## src/rtl/cnn_pkg.sv

```systemverilog
// Shared CNN datapath definitions: word-width defaults, flattened-vector size
// derivation, index-width helper, pooling FSM states and a signed max.
// Imported by the pooling front end and the dense accelerator so that the
// flattened vector length is derived in exactly one place.
package cnn_pkg;

  localparam int unsigned CNN_N  = 16;
  localparam int unsigned CNN_Q  = 8;
  localparam int unsigned WIDE_W = 64;

  // Wide signed carrier so one max function serves any N up to WIDE_W.
  typedef logic signed [WIDE_W-1:0] wide_t;

  typedef enum logic [1:0] {
    S_IDLE  = 2'd0,
    S_RUN   = 2'd1,
    S_DRAIN = 2'd2
  } pool_state_e;

  // Length of the flattened vector after 2x2 stride-2 pooling.
  function automatic int unsigned flat_size(input int unsigned h, input int unsigned w);
    return (h / 2) * (w / 2);
  endfunction

  // Address width for an n-entry space; never narrower than one bit.
  function automatic int unsigned idx_width(input int unsigned n);
    return (n > 1) ? $clog2(n) : 1;
  endfunction

  // Signed maximum; callers sign-extend into wide_t and truncate back.
  function automatic wide_t smax(input wide_t a, input wide_t b);
    return (a > b) ? a : b;
  endfunction

endpackage

```

## src/rtl/pool_line_buffer.sv

```systemverilog
// Holds the horizontal pair maxima of an even row until the matching odd row
// arrives. One register per output column.
// Ports: clk, clear_n (sync active-low clear), wr_en/wr_addr/wr_data (even
// rows), rd_addr/rd_data_c (combinational read, odd rows).
module pool_line_buffer
  import cnn_pkg::*;
#(
  parameter int unsigned N     = CNN_N,
  parameter int unsigned DEPTH = 4,
  parameter int unsigned AW    = idx_width(DEPTH)
) (
  input  logic          clk,
  input  logic          clear_n,
  input  logic          wr_en,
  input  logic [AW-1:0] wr_addr,
  input  logic [N-1:0]  wr_data,
  input  logic [AW-1:0] rd_addr,
  output logic [N-1:0]  rd_data_c
);

  logic [N-1:0] mem_q [DEPTH];
  logic [N-1:0] mem_d [DEPTH];

  // Write port next-state.
  always_comb begin
    mem_d = mem_q;
    if (wr_en) begin
      mem_d[wr_addr] = wr_data;
    end
  end

  always_ff @(posedge clk) begin
    if (!clear_n) begin
      mem_q <= '{default: '0};
    end else begin
      mem_q <= mem_d;
    end
  end

  assign rd_data_c = mem_q[rd_addr];

endmodule

```

## src/rtl/relu_maxpool_flatten.sv

```systemverilog
// ReLU + 2x2 stride-2 max pooling over a raster-order single-channel map,
// emitting the flattened pooled vector as indexed writes for the dense stage.
// Ports: clk, reset (sync active-low); start/busy/done frame control;
// in_valid/in_ready/in_data pixel stream; out_valid/out_ready/out_idx/out_data
// flattened element writes (single-entry output register).
module relu_maxpool_flatten
  import cnn_pkg::*;
#(
  parameter  int unsigned N         = CNN_N,
  parameter  int unsigned Q         = CNN_Q,
  parameter  int unsigned IN_H      = 8,
  parameter  int unsigned IN_W      = 8,
  localparam int unsigned FLAT_SIZE = flat_size(IN_H, IN_W),
  localparam int unsigned IDX_W     = idx_width(FLAT_SIZE)
) (
  input  logic             clk,
  input  logic             reset,
  input  logic             start,
  output logic             busy,
  output logic             done,
  input  logic             in_valid,
  output logic             in_ready,
  input  logic [N-1:0]     in_data,
  output logic             out_valid,
  input  logic             out_ready,
  output logic [IDX_W-1:0] out_idx,
  output logic [N-1:0]     out_data
);

  localparam int unsigned RW     = idx_width(IN_H);
  localparam int unsigned CW     = idx_width(IN_W);
  localparam int unsigned HALF_W = IN_W / 2;
  localparam int unsigned AW     = idx_width(HALF_W);

  // Elaboration-time geometry checks.
  if ((IN_H < 2) || ((IN_H % 2) != 0)) begin : g_bad_h
    $error("relu_maxpool_flatten: IN_H must be even and >= 2");
  end
  if ((IN_W < 2) || ((IN_W % 2) != 0)) begin : g_bad_w
    $error("relu_maxpool_flatten: IN_W must be even and >= 2");
  end
  if (Q >= N) begin : g_bad_q
    $error("relu_maxpool_flatten: Q must be smaller than N");
  end

  pool_state_e              state_q, state_d;
  logic        [RW-1:0]     r_q, r_d;
  logic        [CW-1:0]     c_q, c_d;
  logic signed [N-1:0]      h_q, h_d;
  logic                     busy_q, busy_d;
  logic                     done_q, done_d;
  logic                     out_valid_q, out_valid_d;
  logic        [IDX_W-1:0]  out_idx_q, out_idx_d;
  logic        [N-1:0]      out_data_q, out_data_d;

  logic                     accept_c;
  logic signed [N-1:0]      pix_c;
  logic signed [N-1:0]      pair_c;
  logic signed [N-1:0]      lb_rd_c;
  logic signed [N-1:0]      win_max_c;
  logic        [AW-1:0]     lb_addr_c;
  logic                     lb_wr_en_c;
  logic        [N-1:0]      lb_rd_raw_c;

  // Stall the input whenever the output register holds an unaccepted element.
  assign in_ready = (state_q == S_RUN) && !(out_valid_q && !out_ready);
  assign accept_c = in_valid && in_ready;

  assign pix_c     = $signed(in_data);
  assign pair_c    = N'(smax(wide_t'(h_q), wide_t'(pix_c)));
  assign lb_rd_c   = $signed(lb_rd_raw_c);
  assign win_max_c = N'(smax(wide_t'(lb_rd_c), wide_t'(pair_c)));
  assign lb_addr_c = AW'(c_q >> 1);

  pool_line_buffer #(
    .N     (N),
    .DEPTH (HALF_W),
    .AW    (AW)
  ) u_line_buf (
    .clk       (clk),
    .clear_n   (reset),
    .wr_en     (lb_wr_en_c),
    .wr_addr   (lb_addr_c),
    .wr_data   (pair_c),
    .rd_addr   (lb_addr_c),
    .rd_data_c (lb_rd_raw_c)
  );

  // Next-state, counters and pooling datapath.
  always_comb begin
    state_d     = state_q;
    r_d         = r_q;
    c_d         = c_q;
    h_d         = h_q;
    busy_d      = busy_q;
    done_d      = 1'b0;
    out_valid_d = out_valid_q;
    out_idx_d   = out_idx_q;
    out_data_d  = out_data_q;
    lb_wr_en_c  = 1'b0;

    if (out_valid_q && out_ready) begin
      out_valid_d = 1'b0;
    end

    case (state_q)
      S_IDLE: begin
        if (start) begin
          state_d = S_RUN;
          r_d     = '0;
          c_d     = '0;
          busy_d  = 1'b1;
        end
      end

      S_RUN: begin
        if (accept_c) begin
          if (!c_q[0]) begin
            h_d = pix_c;
          end else if (!r_q[0]) begin
            lb_wr_en_c = 1'b1;
          end else begin
            // Bottom-right pixel of a window: ReLU the pooled maximum.
            out_valid_d = 1'b1;
            out_data_d  = win_max_c[N-1] ? '0 : win_max_c;
            out_idx_d   = IDX_W'(IDX_W'(r_q >> 1) * IDX_W'(HALF_W) + IDX_W'(c_q >> 1));
          end

          if (c_q == CW'(IN_W - 1)) begin
            c_d = '0;
            if (r_q == RW'(IN_H - 1)) begin
              r_d     = '0;
              state_d = S_DRAIN;
            end else begin
              r_d = r_q + RW'(1);
            end
          end else begin
            c_d = c_q + CW'(1);
          end
        end
      end

      S_DRAIN: begin
        if (out_valid_q && out_ready) begin
          done_d  = 1'b1;
          busy_d  = 1'b0;
          state_d = S_IDLE;
        end
      end

      default: begin
        state_d = S_IDLE;
      end
    endcase
  end

  always_ff @(posedge clk) begin
    if (!reset) begin
      state_q     <= S_IDLE;
      r_q         <= '0;
      c_q         <= '0;
      h_q         <= '0;
      busy_q      <= 1'b0;
      done_q      <= 1'b0;
      out_valid_q <= 1'b0;
      out_idx_q   <= '0;
      out_data_q  <= '0;
    end else begin
      state_q     <= state_d;
      r_q         <= r_d;
      c_q         <= c_d;
      h_q         <= h_d;
      busy_q      <= busy_d;
      done_q      <= done_d;
      out_valid_q <= out_valid_d;
      out_idx_q   <= out_idx_d;
      out_data_q  <= out_data_d;
    end
  end

  assign busy      = busy_q;
  assign done      = done_q;
  assign out_valid = out_valid_q;
  assign out_idx   = out_idx_q;
  assign out_data  = out_data_q;

endmodule

```

## config.mk

```make
export PLATFORM = sky130hd
export DESIGN_NAME = relu_maxpool_flatten
export DESIGN_NICKNAME = d
export VERILOG_FILES = /design/src/rtl/cnn_pkg.sv /design/src/rtl/pool_line_buffer.sv /design/src/rtl/relu_maxpool_flatten.sv
export SDC_FILE = /design/constraint.sdc
export NUM_CORES = 1
export LEC_CHECK = 0
export ABC_CLOCK_PERIOD_IN_PS = 4600
export CELL_PAD_IN_SITES_DETAIL_PLACEMENT = 0
export CELL_PAD_IN_SITES_GLOBAL_PLACEMENT = 2
export CORE_ASPECT_RATIO = 0.6
export CORE_UTILIZATION = 38
export CTS_BUF_LIST = sky130_fd_sc_hd__clkbuf_8
export CTS_CLUSTER_DIAMETER = 200
export DETAILED_ROUTE_END_ITERATION = 6
export DONT_BUFFER_PORTS = 1
export PLACE_DENSITY = 0.8
export SLEW_MARGIN = 30
export SYNTH_ARGS = -nofsm -noshare
export SYNTH_HDL_FRONTEND = slang
export SYNTH_SLANG_ARGS = --single-unit
```

## constraint.sdc

```tcl
create_clock -name clk -period 4.6 [get_ports clk]
set_clock_uncertainty 0.1 [all_clocks]
set_input_delay 0.46 -clock clk [delete_from_list [all_inputs] [get_ports clk]]
set_output_delay 0.46 -clock clk [all_outputs]
set_load 0.03 [all_outputs]
```

==> results_dict.tcl, run 1 <==
set metrics [dict create \
    syn_area_per_cell_um2 9.18 \
    relSlewSlack_pct 40.9 \
    ys_warn_count 0 \
    synth_top_area_share_pct 38.5 \
    hold_depth 2 \
    ys_ff_latch 110 \
    synth_area_leader_cell "dfxtp_1" \
    reg2reg_from "h_q[1]$_SDFFE_PN0P_" \
    syn_nets 680 \
    initial_utilization_pct 39.2 \
    critical_path_peak_fanout 14 \
    numCtsBuffers 9 \
    clkLatencyLatePin_ns 0.39 \
    num-fill-cells 1368 \
    async_flop_share_pct 0 \
    hold_path_end "h_q[8]$_SDFFE_PN0P_" \
    min_from "in_data[8]" \
    sw_frac_of_total_pct 28.5 \
    routed_via_density 5.43 \
    synth_enable_flop_cells 0 \
    cts_sinks 110 \
    stdcell_count 837 \
    syn_to_final_growth_pct 15.2 \
    finalCritPeriodShare_pct 100 \
    cts_tree "yes" \
    synthFlopType "dfxtp_1" \
    p_int_mw 1.30 \
    grt_pass1_vias 4300 \
    worstMarginPinSlew_ns 0.872 \
    die_w_um 160 \
    r2r-end "out_data[5]$_SDFFE_PN0P_" \
    fp-row-count 34 \
    met3_usage_pct 5.76 \
    worst_setup_path_start_kind "register" \
    htreeDepth 3 \
    path_cells "ha_4 -> nor2b_4 -> o211ai_1 -> a2111o_1 -> nand3_4 -> mux2i_4 -> buf_12 -> buf_4 -> mux2i_4 -> ha_1 -> nand4_1 -> nor3_2 -> buf_4 -> a21oi_2 -> a2bb2oi_4 -> buf_4 -> a2bb2oi_2 -> o21ba_4 -> o2111a_2 -> buf_12 -> a221o_1" \
    synth.distinct_cells 50 \
    layout_commonest_cell "nand2_1" \
    cp-end-kind "register" \
    grt_overflow 0 \
    crit_required_ns 4.78 \
    r2r_slack_ns -0.01 \
    path_class "register to register" \
    arrival_ns 4.79 \
    max_freq_ghz 0.217 \
    track_usage_pct 19.8 \
    ir_drop_uv 126 \
    slew_viol_final 0 \
    worstHoldPathType "input pin to register" \
    slowest_stage "a2111o_1" \
    die-area_um2 15600 \
    cts-root-buf "clkbuf_8" \
    use_met2_pct 26.7 \
    die_h_um 97.1 \
    dr_total_vias 4544 \
    clk_pin_slew_worst_paths_ns 0.11 \
    ctsHoldBuffers 0 \
    gr-max-usage-layer "met1" \
    startpoint "h_q[1]$_SDFFE_PN0P_" \
    min_period_ns 4.61 \
    power_per_cell_area_nw_per_um2 276 \
    p_sw_mw 0.519 \
    final_cell_mix "124 x nand2_1, 109 x dfxtp_1, 45 x o211a_1, 35 x buf_4, 33 x inv_1" \
    cp_common_cell "buf_4" \
    antenna_found_initial 0 \
    synthCells 624 \
    p_leak_nw 3.13 \
    grt_max_degree 100 \
    reg2reg_depth 21 \
    slowest_delay_ns 0.48 \
    drc_errors 0 \
    post-dp-hpwl_um 10600 \
    maxCapViolations 0 \
    clockPowerShare_pct 30.8 \
    pin_count 45 \
    finalSetupViolations 11 \
    wl_per_cell_um 18.1 \
    synth_area_leaders "dfxtp_1 38%, nand2_1 8.2%, o211a_1 7.9%" \
    drive_above_1_share_pct 16.6 \
    routabilityCongestion 0.828 \
    use_met1_pct 30.2 \
    coreArea_um2 14600 \
    fin_hold_ws_ns 0.103 \
    netlist_area_um2 5730 \
    seqPwrFrac_pct 53.4 \
    fin_nets 690 \
    first_iter_violations 267 \
    ctsLongestPathBuffers 2 \
    numPortBuffers 0 \
    violations "negative setup slack" \
    status "complete, but fails checks" \
    hold_viol 0 \
    combPwrFrac_pct 15.7 \
    post-place-cells 807 \
    rsz0062_at_grt "yes" \
    dr.pass1.iters 5 \
    seq_area_frac_synth_pct 38.5 \
    antenna_cells 0 \
    grt_pass1_wl_um 23900 \
    drtAntennaViolNets 0 \
    drt_wl_total_um 15200 \
    final.setup.worst_slack_ns -0.0148 \
]
==> power by group through the flow <==
stage                     clock network, mW  logic, mW  registers [mW]
after detailed placement                  0      0.230           0.994
after CTS                             0.585      0.231           0.972
after global placement                    0      0.226           0.994
after global routing                  0.622      0.311           0.975
final                                 0.561      0.286           0.973
after floorplan                           0      0.164           0.991
==> timing repair <==
item	CTS	global route
gates resized for setup	0	27
setup buffers	0	12
endpoints found under the setup margin	0	15
endpoints found under the hold margin	0	0
==> cell type report <==
class	instances	area, µm²	area share [%]
clock inverter	7	56.3	0.854
timing repair buffer	42	408	6.18
clock buffer	9	124	1.88
sequential	110	2200	33.4
tap	198	248	3.76
inverter	33	124	1.88
multi-input combinational	438	3430	52.0
==> how the worst max path moves through the flow <==
| stage | end | slack (ns) | cells after the start |
|---|---|---|---|
| after global routing | out_data[6]$_SDFFE_PN0P_ | -0.21 | 18 |
| after CTS | out_data[5]$_SDFFE_PN0P_ | 0.03 | 17 |
| after global placement | out_data[9]$_SDFFE_PN0P_ | 0.03 | 17 |
| final | out_data[5]$_SDFFE_PN0P_ | -0.01 | 21 |
| after detailed placement | out_data[5]$_SDFFE_PN0P_ | -0.09 | 18 |
| after floorplan | out_data[6]$_SDFFE_PN0P_ | 0.007 | 19 |
==> registers in the layout, indices dropped and copies added, names as in the netlist <==
name and cells:
r_q 3, u_line_buf.mem_q 64, c_q 3, state_q 2
out_data 15, busy 1, out_idx 4, done 1
h_q 16, out_valid 1
==> through the flow <==
stage	total power [mW]	utilization [%]	TNS [ns]	instance area, µm²	setup WS [ns]
2_1_floorplan	1.15	-	0	5800	0.00717
6_report	1.82	45.2	-0.115	6600	-0.0148
4_1_cts	1.79	43.1	0	6290	0.0302
3_5_place_dp	1.22	41.9	-1.09	6110	-0.0903
5_1_grt	1.91	45.2	-2.76	6600	-0.207
3_3_place_gp	1.22	41.9	0	6110	0.0260
==> per-layer routing <==
| metal | share of wire [%] | vias up |
|---|---|---|
| met3 | 7.1 | 11 |
| met2 | 39 | 103 |
| met5 | 0 | - |
| li1 | - | 2230 |
| met4 | 0.91 | 0 |
| met1 | 53 | 2200 |
==> cell families after synthesis <==
kind of cell	after synthesis	synth area share [%]
AND/OR/NAND/NOR	215	17.4
adder cells (fa/ha/maj)	35	7.65
buffers and inverters	76	5.27
multiplexers	40	10.6
flip-flops	110	38.5
other	1	0.0655
AO/OA/AOI/OAI	147	20.6
==> cells in the mapped netlist, types with 2 or more instances <==
cell         n
o21ai_0     26
ha_1        35
nand2_1    125
a31oi_1      2
clkbuf_1    35
nor2_1      14
a221o_1     15
nor3_1      16
nor2b_1     16
dfxtp_1    110
or3_1        2
and2_1      18
inv_1       33
a21boi_0    21
mux4_2      16
buf_1        2
a21o_1       4
nand3_1      5
o211a_1     45
nand2b_1     2
a32oi_1      2
and3_1       4
o21a_1       5
buf_2        4
mux2i_1     22
nand4_1      5
a21oi_1     15
nor4bb_1     2
a2bb2oi_1    2
==> worst max-delay path: cells and delay by family, from the launching register on <==
kind / cells / cell delay [ns]
AO/OA/AOI/OAI: 8 / 1.73
buffers and inverters: 5 / 0.76
multiplexers: 2 / 0.59
AND/OR/NAND/NOR: 4 / 0.52
adder cells (fa/ha/maj): 2 / 0.43
flip-flops: 1 / 0.36
No activity file was read; power rests on OpenSTA's default activity.
==> run 2: changes to the inputs <==
--- a/config.mk
+++ b/config.mk
@@ -7,14 +7,14 @@
 export LEC_CHECK = 0
 export ABC_CLOCK_PERIOD_IN_PS = 4600
 export CELL_PAD_IN_SITES_DETAIL_PLACEMENT = 0
-export CELL_PAD_IN_SITES_GLOBAL_PLACEMENT = 2
+export CELL_PAD_IN_SITES_GLOBAL_PLACEMENT = 1
 export CORE_ASPECT_RATIO = 0.6
-export CORE_UTILIZATION = 38
+export CORE_UTILIZATION = 46
 export CTS_BUF_LIST = sky130_fd_sc_hd__clkbuf_8
 export CTS_CLUSTER_DIAMETER = 200
 export DETAILED_ROUTE_END_ITERATION = 6
 export DONT_BUFFER_PORTS = 1
-export PLACE_DENSITY = 0.8
+export PLACE_DENSITY = 0.79
 export SLEW_MARGIN = 30
 export SYNTH_ARGS = -nofsm -noshare
 export SYNTH_HDL_FRONTEND = slang
==> run 2 against run 1 <==
The flow now finishes without violations. Count of clock-buffer cells in the layout unchanged. Sequential power about the same. Register-to-register slack improved by 0.06 ns. Routed wire length decreased by 0.80%. Die area decreased by 17%. Maximum frequency increased by 1.2%. Combinational power decreased by 3%. Critical path type unchanged. Critical endpoint is now out_data[11]$_SDFFE_PN0P_. Largest cell class unchanged. Largest power group unchanged.
==> results_dict.tcl, run 2 (synthesized netlist as in run 1, its figures left out) <==
set metrics [dict create \
    status "completed" \
    fin_area_um2 6570 \
    min_period_ns 4.56 \
    path_cells "ha_1 -> nand4_1 -> buf_4 -> nor2_1 -> nand2_1 -> nand3_4 -> mux2i_4 -> clkbuf_16 -> mux2i_1 -> buf_4 -> ha_1 -> nand2_2 -> nor3_4 -> and4_4 -> buf_4 -> o21ai_0 -> a2bb2oi_1 -> o21ba_1 -> o2111a_2 -> a221o_1" \
    p_sw_mw 0.485 \
    worst_setup_path_start_kind "register" \
    drtAntennaViolNets 0 \
    die-area_um2 12900 \
    grt_pass1_wl_um 22800 \
    die_h_um 88.4 \
    worstMarginPinSlew_ns 0.911 \
    seqPwrFrac_pct 50.3 \
    cp_common_cell "buf_4" \
    crit_required_ns 4.76 \
    hold_path_end "h_q[7]$_SDFFE_PN0P_" \
    path_class "register to register" \
    cts-root-buf "clkbuf_8" \
    top_register "u_line_buf.mem_q" \
    grt_pass1_vias 4210 \
    routed_via_density 5.81 \
    finalSetupViolations 0 \
    numPortBuffers 0 \
    cts_sinks 110 \
    coreArea_um2 12100 \
    reg2reg_from "h_q[10]$_SDFFE_PN0P_" \
    p_int_mw 1.45 \
    fp-row-count 31 \
    post-dp-hpwl_um 10200 \
    antenna_found_initial 0 \
    first_iter_violations 377 \
    ctsHoldBuffers 0 \
    cts_tree "yes" \
    largest_reg_flops 64 \
    arrival_ns 4.72 \
    rsz0062_at_grt "yes" \
    htreeDepth 3 \
    layout_commonest_cell "nand2_1" \
    max_freq_ghz 0.219 \
    track_usage_pct 23.0 \
    numCtsBuffers 9 \
    final_cell_mix "124 x nand2_1, 106 x dfxtp_1, 45 x o211a_1, 38 x buf_4, 33 x inv_1" \
    stdcell_count 805 \
    p_leak_nw 3.17 \
    dr.pass1.iters 6 \
    critical_path_peak_fanout 7 \
    slowest_delay_ns 0.36 \
    r2r-end "out_data[11]$_SDFFE_PN0P_" \
    slew_viol_final 0 \
    grt_max_degree 100 \
    min_from "in_data[7]" \
    dpl_cell_area_um2 6040 \
    clkLatencyLatePin_ns 0.37 \
    worstHoldPathType "input pin to register" \
    relSlewSlack_pct 39.0 \
    fin_nets 692 \
    dr_total_vias 4677 \
    pin_count 45 \
    grt_overflow 0 \
    drive_above_1_share_pct 16.9 \
    r2r_slack_ns 0.04 \
    routabilityCongestion 0.821 \
    clockPowerShare_pct 35.3 \
    maxCapViolations 0 \
    syn_to_final_growth_pct 14.7 \
    cp-end-kind "register" \
    power_per_cell_area_nw_per_um2 294 \
    sw_frac_of_total_pct 25.1 \
    slowest_stage "dfxtp_1" \
    antenna_cells 0 \
    initial_utilization_pct 47.3 \
    hold_viol 0 \
    hold_depth 2 \
    post-place-cells 773 \
    reg2reg_depth 20 \
    fin_hold_ws_ns 0.113 \
    ir_drop_uv 136 \
    die_w_um 146 \
    ctsLongestPathBuffers 2 \
    drc_errors 0 \
    combPwrFrac_pct 14.4 \
    wl_per_cell_um 18.7 \
    tns_ns 0 \
    clk_pin_slew_worst_paths_ns 0.10 \
    finalCritPeriodShare_pct 99.1 \
    drt_wl_total_um 15000 \
]
run 2: power by group through the flow:
stage                     Combinational, mW  Clock, mW  Sequential [mW]
final                                 0.278      0.682            0.972
after global routing                  0.298      0.740            0.974
after CTS                             0.225      0.699            0.972
after detailed placement              0.224          0            0.994
after global placement                0.218          0            0.993
after floorplan                       0.164          0            0.991
run 2: worst max path at each step:
stage                           endpoint            startpoint  cells past startpoint  slack, ns
6_report       out_data[11]$_SDFFE_PN0P_  h_q[10]$_SDFFE_PN0P_                     20       0.04
5_1_grt        out_data[11]$_SDFFE_PN0P_  h_q[10]$_SDFFE_PN0P_                     19      -0.10
4_1_cts        out_data[11]$_SDFFE_PN0P_  h_q[11]$_SDFFE_PN0P_                     16       0.02
3_5_place_dp   out_data[11]$_SDFFE_PN0P_           in_data[11]                     17      -0.12
3_3_place_gp   out_data[10]$_SDFFE_PN0P_           in_data[11]                     18       0.12
2_1_floorplan   out_data[6]$_SDFFE_PN0P_           in_data[15]                     19      0.007
run 2: through the flow:
| step | power, mW | setup slack, ns | util, % |
|---|---|---|---|
| final | 1.93 | 0.0416 | 54.3 |
| after global routing | 2.01 | -0.100 | 54.3 |
| after CTS | 1.90 | 0.0179 | 51.9 |
| after detailed placement | 1.22 | -0.121 | 49.9 |
| after global placement | 1.21 | 0.120 | 49.9 |
| after floorplan | 1.15 | 0.00717 | - |
run 2: critical path: cells and delay by family (launching register included):
kind / cells / cell delay, ns
and+or+nand+nor: 7 / 1.10
buffers and inverters: 4 / 0.70
DFF: 1 / 0.36
muxes: 2 / 0.40
adders and majority gates: 2 / 0.63
AOI/OAI and AO/OA: 5 / 1.16
run 2: per-layer routing:
metal  up-vias  global-route usage [%]  share of wire (%)
met1      2270                    34.7                 49
met4         0                    5.68               0.80
met3        15                    5.00                8.4
li1       2240                       -                  -
met2       152                    33.1                 42
met5         -                       0                  0
run 2: what timing repair did:
action                     CTS  global route
setup buffers                0            15
setup endpoints to repair    0            15
resized for setup            0            24
run 2: layout make-up:
cell class / count / area (µm²)
clock buffer: 9 / 124
clock inverter: 6 / 111
fill: 1092 / 5540
inverter: 33 / 124
multi-input combinational: 439 / 3410
sequential: 110 / 2210
tap: 165 / 206
timing repair buffer: 43 / 382
